## src/rtl/pio_rd_arb_if.sv

```systemverilog
// rtl/pio_rd_arb_if.sv - requester, response and PIO read channel bundle for pio_rd_arb
interface pio_rd_arb_if #(
    parameter int NREQ = 4
);
    logic [NREQ-1:0]      req_valid;
    logic [32*NREQ-1:0]   req_addr;
    logic [NREQ-1:0]      req_ready;
    logic [NREQ-1:0]      rsp_valid;
    logic [31:0]          rsp_data;
    logic                 rsp_err;
    logic [NREQ-1:0]      rsp_ready;
    logic [31:0]          m_addr;
    logic                 m_avalid;
    logic                 m_aready;
    logic [31:0]          m_data;
    logic                 m_dvalid;
    logic                 m_dready;
    logic                 m_resp;

    // Arbiter side: serves the requesters and drives the PIO read channel.
    modport slave (
        input  req_valid, req_addr, rsp_ready, m_aready, m_data, m_dvalid, m_resp,
        output req_ready, rsp_valid, rsp_data, rsp_err, m_addr, m_avalid, m_dready
    );

    // Environment side: the requesters plus the PIO target.
    modport master (
        output req_valid, req_addr, rsp_ready, m_aready, m_data, m_dvalid, m_resp,
        input  req_ready, rsp_valid, rsp_data, rsp_err, m_addr, m_avalid, m_dready
    );
endinterface

```

## src/rtl/pio_rd_arb.sv

```systemverilog
// rtl/pio_rd_arb.sv - round-robin arbiter sharing one PIO read channel among NREQ requesters
module pio_rd_arb #(
    parameter int NREQ = 4,
    parameter int TMO  = 255
) (
    input  logic        clk,
    input  logic        reset,
    pio_rd_arb_if.slave bus
);
    localparam int LW = (NREQ > 1) ? $clog2(NREQ) : 1;
    localparam int CW = (TMO > 0) ? $clog2(TMO + 1) : 1;
    localparam logic [LW-1:0] LAST_INIT = LW'(NREQ - 1);
    localparam logic [CW-1:0] TMO_MAX   = CW'(TMO);
    // Timeout fires on the TMO-th DATA cycle without data.
    localparam logic [CW-1:0] TMO_LAST  = CW'((TMO > 0) ? TMO - 1 : 0);

    typedef enum logic [1:0] {IDLE, ADDR, DATA, RESP} state_t;

    state_t          state;
    logic [LW-1:0]   last_grant;
    logic [LW-1:0]   grant;
    logic [CW-1:0]   tmo_cnt;
    // Set after a timeout: keep m_dready high so a late beat is swallowed.
    logic            drain;

    logic [LW-1:0]   pick;
    logic            pick_ok;
    logic [31:0]     pick_addr;

    // Round-robin pick: first valid index above last_grant, else wrap to the lowest valid.
    always_comb begin
        pick      = last_grant;
        pick_ok   = 1'b0;
        pick_addr = '0;
        for (int i = 0; i < NREQ; i++) begin
            if (!pick_ok && bus.req_valid[i] && (LW'(i) > last_grant)) begin
                pick    = LW'(i);
                pick_ok = 1'b1;
            end
        end
        for (int i = 0; i < NREQ; i++) begin
            if (!pick_ok && bus.req_valid[i] && (LW'(i) <= last_grant)) begin
                pick    = LW'(i);
                pick_ok = 1'b1;
            end
        end
        for (int i = 0; i < NREQ; i++) begin
            if (LW'(i) == pick) begin
                pick_addr = bus.req_addr[i*32 +: 32];
            end
        end
    end

    // Single-read FSM: grant, address phase, data phase with timeout, response hand-off.
    always_ff @(posedge clk or posedge reset) begin
        if (reset) begin
            state         <= IDLE;
            last_grant    <= LAST_INIT;
            grant         <= '0;
            tmo_cnt       <= '0;
            drain         <= 1'b0;
            bus.req_ready <= '0;
            bus.rsp_valid <= '0;
            bus.rsp_data  <= '0;
            bus.rsp_err   <= 1'b0;
            bus.m_addr    <= '0;
            bus.m_avalid  <= 1'b0;
            bus.m_dready  <= 1'b0;
        end else begin
            bus.req_ready <= '0;

            if (drain && bus.m_dvalid && (state != DATA)) begin
                drain        <= 1'b0;
                bus.m_dready <= 1'b0;
            end

            case (state)
                IDLE: begin
                    if (pick_ok) begin
                        bus.req_ready <= NREQ'(1) << pick;
                        bus.m_addr    <= pick_addr;
                        last_grant    <= pick;
                        grant         <= pick;
                        state         <= ADDR;
                    end
                end
                ADDR: begin
                    if (bus.m_avalid && bus.m_aready) begin
                        bus.m_avalid <= 1'b0;
                        bus.m_dready <= 1'b1;
                        drain        <= 1'b0;
                        tmo_cnt      <= '0;
                        state        <= DATA;
                    end else begin
                        bus.m_avalid <= 1'b1;
                    end
                end
                DATA: begin
                    if (bus.m_dvalid) begin
                        bus.rsp_data  <= bus.m_data;
                        bus.rsp_err   <= bus.m_resp;
                        bus.rsp_valid <= NREQ'(1) << grant;
                        bus.m_dready  <= 1'b0;
                        state         <= RESP;
                    end else begin
                        if (tmo_cnt != TMO_MAX) begin
                            tmo_cnt <= tmo_cnt + 1'b1;
                        end
                        if (tmo_cnt >= TMO_LAST) begin
                            bus.rsp_data  <= '0;
                            bus.rsp_err   <= 1'b1;
                            bus.rsp_valid <= NREQ'(1) << grant;
                            drain         <= 1'b1;
                            state         <= RESP;
                        end
                    end
                end
                RESP: begin
                    if (|(bus.rsp_ready & bus.rsp_valid)) begin
                        bus.rsp_valid <= '0;
                        state         <= IDLE;
                    end
                end
                default: state <= IDLE;
            endcase
        end
    end
endmodule
```

## src/flat_wrapper.sv

```systemverilog
// flat-port wrapper written by rule: the top's interface ports become plain ports
module pio_rd_arb_flat 
#(
    parameter int NREQ = 4,
    parameter int TMO  = 255
)
  (clk, reset, bus_req_valid, bus_req_addr, bus_rsp_ready, bus_m_aready, bus_m_data, bus_m_dvalid, bus_m_resp, bus_req_ready, bus_rsp_valid, bus_rsp_data, bus_rsp_err, bus_m_addr, bus_m_avalid, bus_m_dready);
  pio_rd_arb_if #(.NREQ(NREQ)) bus_i ();
  input  logic clk;
  input  logic reset;
  input wire logic [$bits(bus_i.req_valid)-1:0] bus_req_valid;
  input wire logic [$bits(bus_i.req_addr)-1:0] bus_req_addr;
  input wire logic [$bits(bus_i.rsp_ready)-1:0] bus_rsp_ready;
  input wire logic [$bits(bus_i.m_aready)-1:0] bus_m_aready;
  input wire logic [$bits(bus_i.m_data)-1:0] bus_m_data;
  input wire logic [$bits(bus_i.m_dvalid)-1:0] bus_m_dvalid;
  input wire logic [$bits(bus_i.m_resp)-1:0] bus_m_resp;
  output wire logic [$bits(bus_i.req_ready)-1:0] bus_req_ready;
  output wire logic [$bits(bus_i.rsp_valid)-1:0] bus_rsp_valid;
  output wire logic [$bits(bus_i.rsp_data)-1:0] bus_rsp_data;
  output wire logic [$bits(bus_i.rsp_err)-1:0] bus_rsp_err;
  output wire logic [$bits(bus_i.m_addr)-1:0] bus_m_addr;
  output wire logic [$bits(bus_i.m_avalid)-1:0] bus_m_avalid;
  output wire logic [$bits(bus_i.m_dready)-1:0] bus_m_dready;
  assign bus_i.req_valid = bus_req_valid;
  assign bus_i.req_addr = bus_req_addr;
  assign bus_i.rsp_ready = bus_rsp_ready;
  assign bus_i.m_aready = bus_m_aready;
  assign bus_i.m_data = bus_m_data;
  assign bus_i.m_dvalid = bus_m_dvalid;
  assign bus_i.m_resp = bus_m_resp;
  assign bus_req_ready = bus_i.req_ready;
  assign bus_rsp_valid = bus_i.rsp_valid;
  assign bus_rsp_data = bus_i.rsp_data;
  assign bus_rsp_err = bus_i.rsp_err;
  assign bus_m_addr = bus_i.m_addr;
  assign bus_m_avalid = bus_i.m_avalid;
  assign bus_m_dready = bus_i.m_dready;
  pio_rd_arb #(.NREQ(NREQ), .TMO(TMO)) u_core (.clk(clk), .reset(reset), .bus(bus_i));
endmodule
```

## config.mk

```make
export PLATFORM = sky130hd
export DESIGN_NAME = pio_rd_arb_flat
export DESIGN_NICKNAME = d
export VERILOG_FILES = /design/src/rtl/pio_rd_arb_if.sv /design/src/rtl/pio_rd_arb.sv /design/src/flat_wrapper.sv
export SDC_FILE = /design/constraint.sdc
export NUM_CORES = 1
export LEC_CHECK = 0
export CAP_MARGIN = 0
export CORE_UTILIZATION = 40
export CTS_CLUSTER_DIAMETER = 120
export DETAILED_ROUTE_END_ITERATION = 8
export PLACE_DENSITY = 0.81
export SLEW_MARGIN = 20
export SYNTH_ARGS = -nofsm -noshare
export SYNTH_HDL_FRONTEND = slang
export SYNTH_SLANG_ARGS = --single-unit
```

## constraint.sdc

```tcl
create_clock -name clk -period 3.64 [get_ports clk]
set_input_delay 0.728 -clock clk [delete_from_list [all_inputs] [get_ports clk]]
set_output_delay 0.728 -clock clk [all_outputs]
set_load 0.02 [all_outputs]
```

Yosys cells after proc, flatten, opt, wreduce, memory -nomap -nowiden

Index checks and enable logic that the tools add are counted.

Register bits: 90
Input port bits: 173
Logic and storage cells: 125

$add $sub $neg: 1
$lt $le $gt $ge: 9
Equality and inequality tests: 14
Shift-type cells: 2
Muxes and demuxes: 50
Bitwise operators: 1
Reduce and logical (&&, ||, !) cells: 36

Operators by type and width:

| cell                  | number |
|---|---|
| $mux W32              | 6 |
| $mux W2               | 13 |
| $mux W8               | 3 |
| $mux W4               | 5 |
| $logic_and A1 B1 Y1   | 18 |
| $mux W1               | 18 |
| $pmux W8 S2           | 1 |
| $add A8 B1 Y8 const B | 1 |
| $ge A8 B8 Y1 const B  | 1 |
| $ne A2 B1 Y1 const B  | 4 |
| $ne A8 B8 Y1 const B  | 1 |
| $pmux W2 S4           | 1 |
| $pmux W4 S2           | 1 |
| $reduce_and A4 Y1     | 2 |
| $shl A1 B2 Y4 const A | 2 |
| $logic_not A1 Y1      | 7 |
| $reduce_bool A2 Y1    | 3 |
| $and A4 B4 Y4         | 1 |
| $eq A2 B2 Y1 const A  | 2 |
| $eq A2 B2 Y1 const B  | 2 |
| $gt A1 B2 Y1 const A  | 2 |
| $gt A2 B2 Y1 const A  | 2 |
| $le A1 B2 Y1 const A  | 2 |
| $le A2 B2 Y1 const A  | 2 |
| other kinds (9)       | 13 |

Depth between registers and ports, before layout

Gate-level depths: netlist of run 1.

Depth after elaboration: 36
Mapped depth: 8

Least setup slack after synthesis of run 1

No wires, ideal clock.

Path kind: input to register
From: in bus_req_valid[3]
To: reg u_core.grant[0]
Library setup time: 0.119 ns
Arrival time: 1.934 ns
Slack: 1.587 ns
Stages on the path: 7
Cell sequence: nor4_1 -> nand2b_1 -> buf_6 -> or4_4 -> buf_6 -> buf_6 -> o21a_1

Word-level cells in the longest chain between the ends: 20
Elaborated cells between the ends (all ways): 25
Those cells by class: 10 x mux; 15 x reduce/logical

Ends and longest elaborated chain:

| what                              | line               | source |
|---|---|---|
| from (decl)                       | flat_wrapper.sv:11 | `input wire logic [$bits(bus_i.req_valid)-1:0] bus_req_valid;` |
| $logic_and A1 B1 Y1 (2 in series) | pio_rd_arb.sv:36   | `if (!pick_ok && bus.req_valid[i] && (LW'(i) > last_grant)) begin` |
| $mux W1                           | pio_rd_arb.sv:36   |  |
| $logic_not A1 Y1                  | pio_rd_arb.sv:42   | `if (!pick_ok && bus.req_valid[i] && (LW'(i) <= last_grant)) begin` |
| $logic_and A1 B1 Y1 (2 in series) | pio_rd_arb.sv:42   |  |
| $mux W1                           | pio_rd_arb.sv:42   |  |
| $logic_not A1 Y1                  | pio_rd_arb.sv:42   |  |
| $logic_and A1 B1 Y1 (2 in series) | pio_rd_arb.sv:42   |  |
| $mux W1                           | pio_rd_arb.sv:42   |  |
| $logic_not A1 Y1                  | pio_rd_arb.sv:42   |  |
| $logic_and A1 B1 Y1 (2 in series) | pio_rd_arb.sv:42   |  |
| $mux W1                           | pio_rd_arb.sv:42   |  |
| $logic_not A1 Y1                  | pio_rd_arb.sv:42   |  |
| $logic_and A1 B1 Y1 (2 in series) | pio_rd_arb.sv:42   |  |
| $mux W1                           | pio_rd_arb.sv:42   |  |
| $reduce_and A2 Y1 (no line)       | -                  |  |
| to (signal assigned)              | pio_rd_arb.sv:83   | `grant <= pick;` |
| to (decl)                         | pio_rd_arb.sv:21   | `logic [LW-1:0] grant;` |

Parallel ways exist; a longest one is shown, timed or not.
A chain may end at the register's enable or synchronous reset.

Final worst setup path of run 1

From: in bus_req_valid[3]
To: reg u_core.bus.m_addr[28]

Word-level cells in the longest chain between the ends: 24
Elaborated cells between the ends (all ways): 33
Those cells by class: 3 x eq/ne; 14 x mux; 16 x reduce/logical

Ends and longest elaborated chain:

| what                              | line                | source |
|---|---|---|
| $logic_and A1 B1 Y1 (2 in series) | pio_rd_arb.sv:36    |  |
| $mux W1                           | pio_rd_arb.sv:36    |  |
| $logic_not A1 Y1                  | pio_rd_arb.sv:42    |  |
| $logic_and A1 B1 Y1 (2 in series) | pio_rd_arb.sv:42    |  |
| $mux W1                           | pio_rd_arb.sv:42    |  |
| $logic_not A1 Y1                  | pio_rd_arb.sv:42    |  |
| $logic_and A1 B1 Y1 (2 in series) | pio_rd_arb.sv:42    |  |
| $mux W1                           | pio_rd_arb.sv:42    |  |
| $logic_not A1 Y1                  | pio_rd_arb.sv:42    |  |
| $logic_and A1 B1 Y1 (2 in series) | pio_rd_arb.sv:42    |  |
| $mux W1                           | pio_rd_arb.sv:42    |  |
| $logic_not A1 Y1                  | pio_rd_arb.sv:42    |  |
| $logic_and A1 B1 Y1 (2 in series) | pio_rd_arb.sv:42    |  |
| $mux W2                           | pio_rd_arb.sv:42    |  |
| $logic_not A2 Y1                  | pio_rd_arb.sv:48    | `if (LW'(i) == pick) begin` |
| $mux W32 (4 in series)            | pio_rd_arb.sv:48    |  |
| to (signal assigned)              | pio_rd_arb.sv:81    | `bus.m_addr <= pick_addr;` |
| to (decl)                         | pio_rd_arb_if.sv:23 | `output req_ready, rsp_valid, rsp_data, rsp_err, m_addr, m_avalid, m_dready` |

Parallel ways exist; a longest one is shown, timed or not.

==> impl_results.md, run 1 <==
* DRT iter0 DRCs at 231
* GRT overflow at 0
* Post-synth top flop: dfrtp_1
* Largest net degree at the start of global routing at between 40 and 50
* DRC at 0
* Worst slack, placed at ~580 ps
* Post-CTS setup repair buffer count at 0
* Netlist cell types at between 40 and 50
* Multi-input logic area at ~2300 µm²
* Final wirelength at about 15000 µm
* Mapped Area at approximately 4700 µm²
* Worst VDD drop at between 0.4 and 0.5 mV
* Register area share after synthesis at 0.478
* Commonest non-fill, non-tap cell in the layout: clkdlybuf4s50_1
* CP Data Arrival Time at 2870 ps
* # setup viols final at 0
* Clock power share at 0.160
* Relative slew slack at 0.302
* CTS tree: done
* PD cells at between 700 and 800 nW/µm²
* Power, Total at a little over 6 mW
* Max_cap viols at 0
* RSZ-0062 raised after global routing: false
* Critical path class: in2reg
* Initial antenna violation count at 0
* Final min period at between 2000 and 3000 ps
* Syn_area_per_cell at between 10 and 15 µm²
* Layout cells sized above 1 at 0.0991
* Die Area at about 12000 µm²
* Chip Height at ~110 µm
* Fmax at between 300 and 400 MHz
* Hold crit path type: reg2reg
* Commonest non-fill, non-tap cells in the layout: clkdlybuf4s50_1, dfrtp_1, mux2i_1
* # clock sinks at 90
* Crit path launch type: input port
* Antenna Cells at 0
* Final nets at 820
* Vias in the first global route at ~4500
* GP Congestion at approximately 0.84
* Hold Buf Count CTS at 0
* Chip width at approximately 110 µm
* Sequential Area at 2250 µm²
* Core area at 11500 µm²
* Run status: completed
* Via density at roughly 5.5
* Post-CTS sizing at 0
* Worst-Skew Late Latency at 350 ps
* Antenna Nets Post-Route at 0
* Ys Warns at 0
* Via count at 4330
* Setup TNS at 0 ps
* Asr flop ratio synth at 1.00
* Final Hold Viols at 0
* Gate power share at 0.554
* Initial core utilization at 0.412
* Synth-to-Final Area Change at 62.0%
* Fill count at 873
* Post-synth net total at approximately 580
* Peak fanout along the critical path at 19
* Row count at 39
* GRT Total Usage at 0.250
* H-Tree Depth at 3
* CTS Root Buffer Type: clkbuf_16
* Flop pwr share at 0.286
* PortBufs at around 250
* Final max-slew violation count at 0
* Ports at around 250
* Fin crit share at 0.732
* Sw Share at 0.404
* DRT Pass-1 Iters at 4
* Yosys reg bits at 90
* Required @ worst endpoint at just under 4000 ps
* Hold_ws at ~500 ps
* Int Pwr at about 3.6 mW
* Critical Path End Type: register
* First-pass GRT wire length at 24200 µm
* Leakage power at ~3.4 nW
* EDFF count, synth at 0
* Worst Tran Pin Value at around 1000 ps
* Cts bufs inserted at 9
* HPWL Detailed at roughly 12000 µm
* Final setup margin at roughly 980 ps
* Gate count after technology mapping at between 400 and 500
* Sw Pwr at roughly 2.5 mW
* Clk buf depth at 2
* Routed len/inst at ~19 µm
* Clock Pin Slew Worst Setup and Hold Paths at approximately 70 ps
* Worst Skew at between 5 and 6 ps
==> layer usage <==
metal / vias to the layer above / wire length [µm] / global-route usage
met1: 2105 / 6000 / 0.297
met3: 28 / 969 / 0.0571
met4: 0 / 381 / 0.0880
met5: - / 0 / 0
met2: 191 / 7750 / 0.441
li1: 2006 / - / -
==> worst max-delay path, cell delays in order <==
cell	delay, ps
clkdlybuf4s50_1	480
mux2i_1	180
nor2_1	100
o31ai_4	880
buf_4	360
o221ai_2	130
==> path summary, 6_finish.rpt <==
kind | from | end | slack (ps) | cells past startpoint
worst max register to register | u_core.last_grant[1] | u_core.bus.m_addr[28] | 1180 | 5
min in group asynchronous | reset | u_core.bus.rsp_data[30] | 810 | 2
worst max-delay path | bus_req_valid[3] | u_core.bus.m_addr[28] | 980 | 6
worst min-delay path | u_core.bus.rsp_err | u_core.bus.rsp_err | 490 | 1
max in group asynchronous | reset | u_core.bus.rsp_data[29] | 2120 | 3
worst min register to register | u_core.bus.rsp_err | u_core.bus.rsp_err | 490 | 1
==> cell usage after synthesis (2+ instances only) <==
cell type	n	share of area
dfrtp_1	88	0.47
mux2i_1	70	0.15
nand2_1	51	0.041
a22o_1	32	0.059
o221ai_2	26	0.083
nor2_1	11	0.0087
buf_2	10	0.011
clkbuf_1	10	0.0080
inv_1	9	0.0072
nand4_1	7	0.0093
buf_6	6	0.014
ha_1	6	0.016
o221ai_1	6	0.011
o21ai_0	5	0.0053
a21oi_1	4	0.0042
a32o_1	4	0.0085
nand2b_1	4	0.0053
nand3_1	4	0.0042
nor2b_1	4	0.0053
o21a_1	4	0.0064
or2_2	4	0.0053
and3_1	3	0.0040
and4_1	3	0.0056
and2_1	2	0.0026
dfstp_2	2	0.011
mux2_2	2	0.0048
nor3_1	2	0.0021
o211ai_1	2	0.0032
o311ai_0	2	0.0037
==> per-stage QoR <==
step | area, µm² | std cells | util
after floorplan | 4720 | 402 | -
after global placement | 7330 | 773 | 0.639
after detailed placement | 7340 | 773 | 0.640
after CTS | 7650 | 789 | 0.667
after global routing | 7650 | 789 | 0.667
final | 7650 | 789 | 0.667
==> flip-flops by register name, indices dropped and copies added (netlist names) <==
signal,count
u_core.bus.m_avalid,1
u_core.bus.rsp_data,32
u_core.drain,1
u_core.bus.m_dready,1
u_core.bus.req_ready,4
u_core.bus.rsp_valid,4
u_core.bus.m_addr,32
u_core.tmo_cnt,8
u_core.grant,2
u_core.bus.rsp_err,1
u_core.last_grant,2
u_core.state,2
==> area by class of cell <==
cell class | instances | area share
Tap cell | 143 | 0.0234
Clock buffer | 9 | 0.0295
Sequential cell | 90 | 0.295
Multi-Input combinational cell | 277 | 0.302
Timing Repair Buffer | 254 | 0.335
Inverter | 9 | 0.00458
Clock inverter | 7 | 0.0108
==> kinds of logic (layout without fill, tap and decap cells) <==
logic type / count (synthesis) / in the layout / synth area share
adder cells (fa/ha/maj): 6 / 6 / 0.0159
AO/OA/AOI/OAI: 97 / 97 / 0.208
flip-flops: 90 / 90 / 0.478
buffers and inverters: 35 / 279 / 0.0400
AND/OR/NAND/NOR: 102 / 102 / 0.105
multiplexers: 72 / 72 / 0.153
==> power by group through the flow <==
stage	Sequential, mW	Combinational [mW]	Clock (mW)
6_report	1.74	3.37	0.974
5_1_grt	1.79	3.60	1.03
4_1_cts	1.74	3.40	0.985
3_5_place_dp	1.74	3.39	0
3_3_place_gp	1.73	3.29	0
2_1_floorplan	2.15	1.62	0
No activity file was read; power rests on OpenSTA's default activity.
==> inputs of run 2 (changes only) <==
--- a/config.mk
+++ b/config.mk
@@ -6,10 +6,10 @@
 export NUM_CORES = 1
 export LEC_CHECK = 0
 export CAP_MARGIN = 0
-export CORE_UTILIZATION = 40
+export CORE_UTILIZATION = 36
 export CTS_CLUSTER_DIAMETER = 120
 export DETAILED_ROUTE_END_ITERATION = 8
-export PLACE_DENSITY = 0.81
+export PLACE_DENSITY = 0.77
 export SLEW_MARGIN = 20
 export SYNTH_ARGS = -nofsm -noshare
 export SYNTH_HDL_FRONTEND = slang
==> constraint.sdc (replaced) <==
create_clock -name clk -period 2.3 [get_ports clk]
set_input_delay 0.46 -clock clk [delete_from_list [all_inputs] [get_ports clk]]
set_output_delay 0.46 -clock clk [all_outputs]
set_load 0.02 [all_outputs]
==> run 2 against run 1 <==
Utilization shrank 4.7 points; via count down 1.2%; worst setup slack worse by 720 ps; first-iteration DRC count shrank 25%; total power up 63%; sequential power is 58% higher; wire length down 1.4%.
==> impl_results.md, run 2 (same netlist as run 1, synthesis figures left out) <==
* Row count at between 40 and 50
* Largest regs: u_core.bus.m_addr x32, u_core.bus.rsp_data x32, u_core.tmo_cnt x8
* PD cells at 1260 nW/µm²
* Hold_sp: u_core.bus.rsp_err
* Run status: completed
* Sw Share at 0.385
* Relative slew slack at 0.490
* Hold Buf Count CTS at 0
* CP Data Arrival Time at about 2300 ps
* Ports at approximately 250
* Clock Pin Slew Worst Setup and Hold Paths at approximately 60 ps
* H-Tree Depth at 3
* Final instance area at 7880 µm²
* # clock sinks at 90
* Commonest non-fill, non-tap cell in the layout: clkdlybuf4s50_1
* GRT Total Usage at 0.214
* Fin cells at roughly 840
* Die Area at between 10000 and 15000 µm²
* Final Hold Viols at 0
* DRT iter0 DRCs at between 150 and 200
* Worst-Skew Late Latency at ~340 ps
* Flop pwr share at 0.276
* Sw Pwr at 3.83 mW
* Worst Reg2Reg Path Length in Cells at 6
* Chip Height at around 120 µm
* Fmax at roughly 490 MHz
* Chip width at between 100 and 150 µm
* Setup TNS at 0 ps
* Final nets at ~840
* # placed instances at 820
* Vias in the first global route at 4419
* CTS Root Buffer Type: clkbuf_16
* M1 wire length at 5790 µm
* Fin crit share at 0.889
* Wire length on met2 at 7310 µm
* Antenna Cells at 0
* Via count at around 4300
* Dpl cell area at roughly 7600 µm²
* Required @ worst endpoint at approximately 2500 ps
* Antenna Nets Post-Route at 0
* Post-CTS setup repair buffer count at 0
* Gate power share at 0.563
* Final max-slew violation count at 0
* Hold endpoint: u_core.bus.rsp_err
* HPWL Detailed at around 12000 µm
* GRT overflow at 0
* Initial antenna violation count at 0
* Int Pwr at roughly 6.1 mW
* Hold path depth at 1
* First-pass GRT wire length at 22100 µm
* Max_cap viols at 0
* Power, Total at 9.94 mW
* Critical path class: reg2reg
* Clk buf depth at 2
* Reg-to-reg startpoint: u_core.state[0]
* Post-CTS sizing at 0
* Critical Path End Type: register
* Largest net degree at the start of global routing at 52
* Top Layer Used: met4
* Hold_ws at between 400 and 500 ps
* # setup viols final at 0
* DRC at 0
* Layout cells sized above 1 at 0.122
* Peak fanout along the critical path at 9
* CTS tree: done
* Worst Skew at between 5 and 6 ps
* Commonest non-fill, non-tap cells in the layout: clkdlybuf4s50_1, dfrtp_1, mux2i_1
* Fill count at approximately 1000
* Clock power share at 0.161
* Core area at 12700 µm²
* Synth-to-Final Area Change at 67.0%
* Initial core utilization at 0.371
* R2R Setup Slk at around 260 ps
* Leakage power at 3.49 nW
* Met3 WL at roughly 1400 µm
* Via density at 5.12
* Cts bufs inserted at 9
* GP Congestion at between 0.8 and 0.9
* Reg2reg end: u_core.tmo_cnt[1]
* RSZ-0062 raised after global routing: false
* PortBufs at between 200 and 250
* Worst VDD drop at about 0.57 mV
* DRT Pass-1 Iters at 4
* Final wirelength at between 10000 and 15000 µm
* Hold crit path type: reg2reg
* Routed len/inst at ~18 µm
* Worst Tran Pin Value at 756 ps
* Crit path launch type: register
* Final min period at just over 2000 ps
-- run 2: changes by cell type in the layout (fill, tap and decap cells not counted) --
cell / previous run / this run
buf_4: 4 / 18
buf_12: 3 / 7
inv_6: 3 / 0
clkbuf_8: 0 / 2
bufinv_16: 1 / 2
clkinv_2: 1 / 0
clkinvlp_4: 2 / 3
inv_8: 1 / 0
o21ai_2: 0 / 1
o21ai_4: 1 / 0
-- run 2: final cells by class --
cell class	count	area [µm²]	area share
clock inverter	4	75.1	0.00952
clock buffer	11	253	0.0321
multi-input combinational	277	2300	0.292
timing repair buffer	272	2750	0.349
inverter	9	37.5	0.00476
sequential	90	2250	0.286
tap	172	215	0.0273
-- run 2: routing by layer --
metal	up-vias	track usage
met3	25	0.0535
met1	2037	0.247
met2	176	0.375
met4	0	0.0983
met5	-	0
li1	2041	-
-- run 2: worst max path at each step --
stage / startpoint / end / slack [ps] / depth (start not counted)
2_1_floorplan: u_core.last_grant[1] / u_core.bus.m_addr[20] / 380 / 7
3_3_place_gp: bus_req_valid[3] / u_core.bus.m_addr[9] / -40 / 7
3_5_place_dp: bus_req_valid[3] / u_core.bus.m_addr[9] / -70 / 7
4_1_cts: u_core.state[0] / u_core.tmo_cnt[1] / 240 / 6
5_1_grt: u_core.tmo_cnt[0] / u_core.state[1] / 140 / 6
6_report: u_core.state[0] / u_core.tmo_cnt[1] / 260 / 6
-- run 2: worst max-delay path, stage by stage (launching register included) --
cell and delay, ps:
dfrtp_1 400, inv_1 110, ha_1 360, inv_1 200
a311oi_1 330, o21ai_0 210, mux2_2 320
-- run 2: power by group through the flow --
| stage | sequential, mW | clock (mW) | combinational (mW) |
|---|---|---|---|
| after floorplan | 3.40 | 0 | 2.57 |
| after global placement | 2.74 | 0 | 5.49 |
| after detailed placement | 2.75 | 0 | 5.65 |
| after CTS | 2.75 | 1.64 | 5.66 |
| after global routing | 2.82 | 1.71 | 5.99 |
| final | 2.75 | 1.60 | 5.59 |
-- run 2: stage by stage --
stage,util,setup WS (ps)
6_report,0.620,256
5_1_grt,0.620,143
4_1_cts,0.620,240
3_5_place_dp,0.594,-74.4
3_3_place_gp,0.594,-38.7
2_1_floorplan,-,381
==> inputs of run 3 (changes only) <==
--- a/config.mk
+++ b/config.mk
@@ -6,10 +6,9 @@
 export NUM_CORES = 1
 export LEC_CHECK = 0
 export CAP_MARGIN = 0
-export CORE_UTILIZATION = 36
+export CORE_UTILIZATION = 25
 export CTS_CLUSTER_DIAMETER = 120
 export DETAILED_ROUTE_END_ITERATION = 8
-export PLACE_DENSITY = 0.77
 export SLEW_MARGIN = 20
 export SYNTH_ARGS = -nofsm -noshare
 export SYNTH_HDL_FRONTEND = slang
==> run 3 against run 2 <==
Total power shrank 1.1%; utilization decreased by 18 points; worst setup slack worse by 10 ps; sequential share of layout area is 0.18 points lower; critical path type is now in2reg; critical endpoint is now u_core.bus.m_addr[8]; highest routed layer unchanged.
==> impl_results.md, run 3 (same netlist as run 1, synthesis figures left out) <==
* Worst slack, placed at -107 ps
* Clk buf depth at 2
* Hold_ws at slightly below 500 ps
* Post-CTS sizing at 0
* DRC at 0
* Initial antenna violation count at 0
* Largest regs: u_core.bus.m_addr x32, u_core.bus.rsp_data x32, u_core.tmo_cnt x8
* Slowest-stage cell, CP: or4_4
* Core area at between 15000 and 20000 µm²
* Row count at roughly 50
* Ports at between 200 and 250
* Antenna Cells at 0
* Worst Skew at around 7.5 ps
* Worst Reg2Reg Path Length in Cells at 7
* R2R Setup Slk at ~290 ps
* GP Congestion at around 0.8
* Run status: completed
* Antenna Nets Post-Route at 0
* Final min period at 2050 ps
* PortBufs at between 200 and 250
* Crit path launch type: input port
* Worst VDD drop at around 0.54 mV
* Reg-to-reg startpoint: u_core.tmo_cnt[0]
* Critical Path End Type: register
* Fin crit share at 0.893
* Final nets at 840
* Met1 Use GR at 0.192
* Final setup margin at 245 ps
* Reg2reg end: u_core.bus.rsp_valid[2]
* Chip width at roughly 140 µm
* Worst-path cell chain: clkdlybuf4s50_1 -> nor4_1 -> nand2b_2 -> or4_4 -> buf_4 -> o221ai_1
* RSZ-0062 raised after global routing: false
* Commonest non-fill, non-tap cells in the layout: clkdlybuf4s50_1, dfrtp_1, mux2i_1
* Cts bufs inserted at 9
* DRT Pass-1 Iters at 4
* Most Crowded Layer GR: met2
* Hold path depth at 2
* Via count at around 4300
* CTS tree: done
* Chip Height at about 140 µm
* Max_cap viols at 0
* H-Tree Depth at 3
* Leakage power at 3.49 nW
* Hold endpoint: u_core.bus.m_addr[2]
* Peak fanout along the critical path at 8
* Largest net degree at the start of global routing at 91
* Hold Buf Count CTS at 0
* Final Hold Viols at 0
* CTS Root Buffer Type: clkbuf_16
* Fmax at 487 MHz
* First-pass GRT wire length at 24000 µm
* Met2 global-route usage at 0.264
* # setup viols final at 0
* Final max-slew violation count at 0
* Routed len/inst at 17.2 µm
* GRT overflow at 0
* Critical path class: in2reg
* Met3 GRT Util at 0.0485
* Clock Pin Slew Worst Setup and Hold Paths at about 70 ps
* Layout cells sized above 1 at 0.123
* Via density at ~4.8
* Synth-to-Final Area Change at 68.1%
* PD cells at between 1000 and 1500 nW/µm²
* Worst-Skew Late Latency at ~340 ps
* Required @ worst endpoint at roughly 2500 ps
* CP Data Arrival Time at around 2300 ps
* Worst Tran Pin Value at 842 ps
* HPWL Detailed at around 12000 µm
* Die Area at between 15000 and 20000 µm²
* Final wirelength at ~15000 µm
* # clock sinks at 90
* Relative slew slack at 0.436
* Slowest stage delay, CP at ~620 ps
* DRT iter0 DRCs at 140
* Hold crit path type: reg2reg
* GRT Total Usage at 0.159
* Hold_sp: u_core.bus.m_addr[2]
* Initial core utilization at 0.259
* Commonest non-fill, non-tap cell in the layout: clkdlybuf4s50_1
* Vias in the first global route at 4535
* Post-CTS setup repair buffer count at 0
## run 3: power breakdown
| part | leakage (nW) | switching, mW | internal, mW |
|---|---|---|---|
| logic | 2.20 | 2.76 | 2.76 |
| registers | 1.13 | 0.453 | 2.29 |
| clock network | 0.151 | 0.596 | 0.969 |
## run 3: worst max-delay path by stage
stage | start | end | slack, ps | cells past startpoint
finish | bus_req_valid[3] | u_core.bus.m_addr[8] | 250 | 6
CTS | bus_req_valid[3] | u_core.bus.m_addr[8] | 250 | 6
global placement | bus_req_valid[3] | u_core.bus.m_addr[13] | -20 | 6
floorplan | u_core.last_grant[1] | u_core.bus.m_addr[20] | 380 | 7
detailed placement | bus_req_valid[3] | u_core.bus.m_addr[8] | -110 | 6
global route | bus_req_valid[3] | u_core.bus.m_addr[8] | 170 | 6
## run 3: per-stage QoR
step	setup TNS [ps]	area [µm²]	util	std cells	total power, mW
floorplan	0	4720	-	402	5.97
global placement	-328	7620	0.418	879	8.24
detailed placement	-2140	7630	0.419	879	8.35
CTS	0	7940	0.436	893	9.98
global route	0	7940	0.436	893	10.5
finish	0	7940	0.436	893	9.83
## run 3: critical path, delay by kind of cell
kind                   cells  cell delay (ps)
and+or+nand+nor            3              920
buffers and inverters      2              750
AOI/OAI and AO/OA          1              160
## run 3: layout make-up
class                           instances  area, µm²
Clock buffer                           11        243
Sequential cell                        90       2250
Multi-Input combinational cell        277       2310
Tap cell                              229        287
Fill cell                            1660      10300
Clock inverter                          3       65.1
Inverter                                9       37.5
Timing Repair Buffer                  274       2740
## run 3: metal layers
layer | part of all wire | routed length (µm)
met4 | 0.016 | 249
met2 | 0.48 | 7430
met3 | 0.080 | 1240
met1 | 0.42 | 6460
met5 | 0 | 0
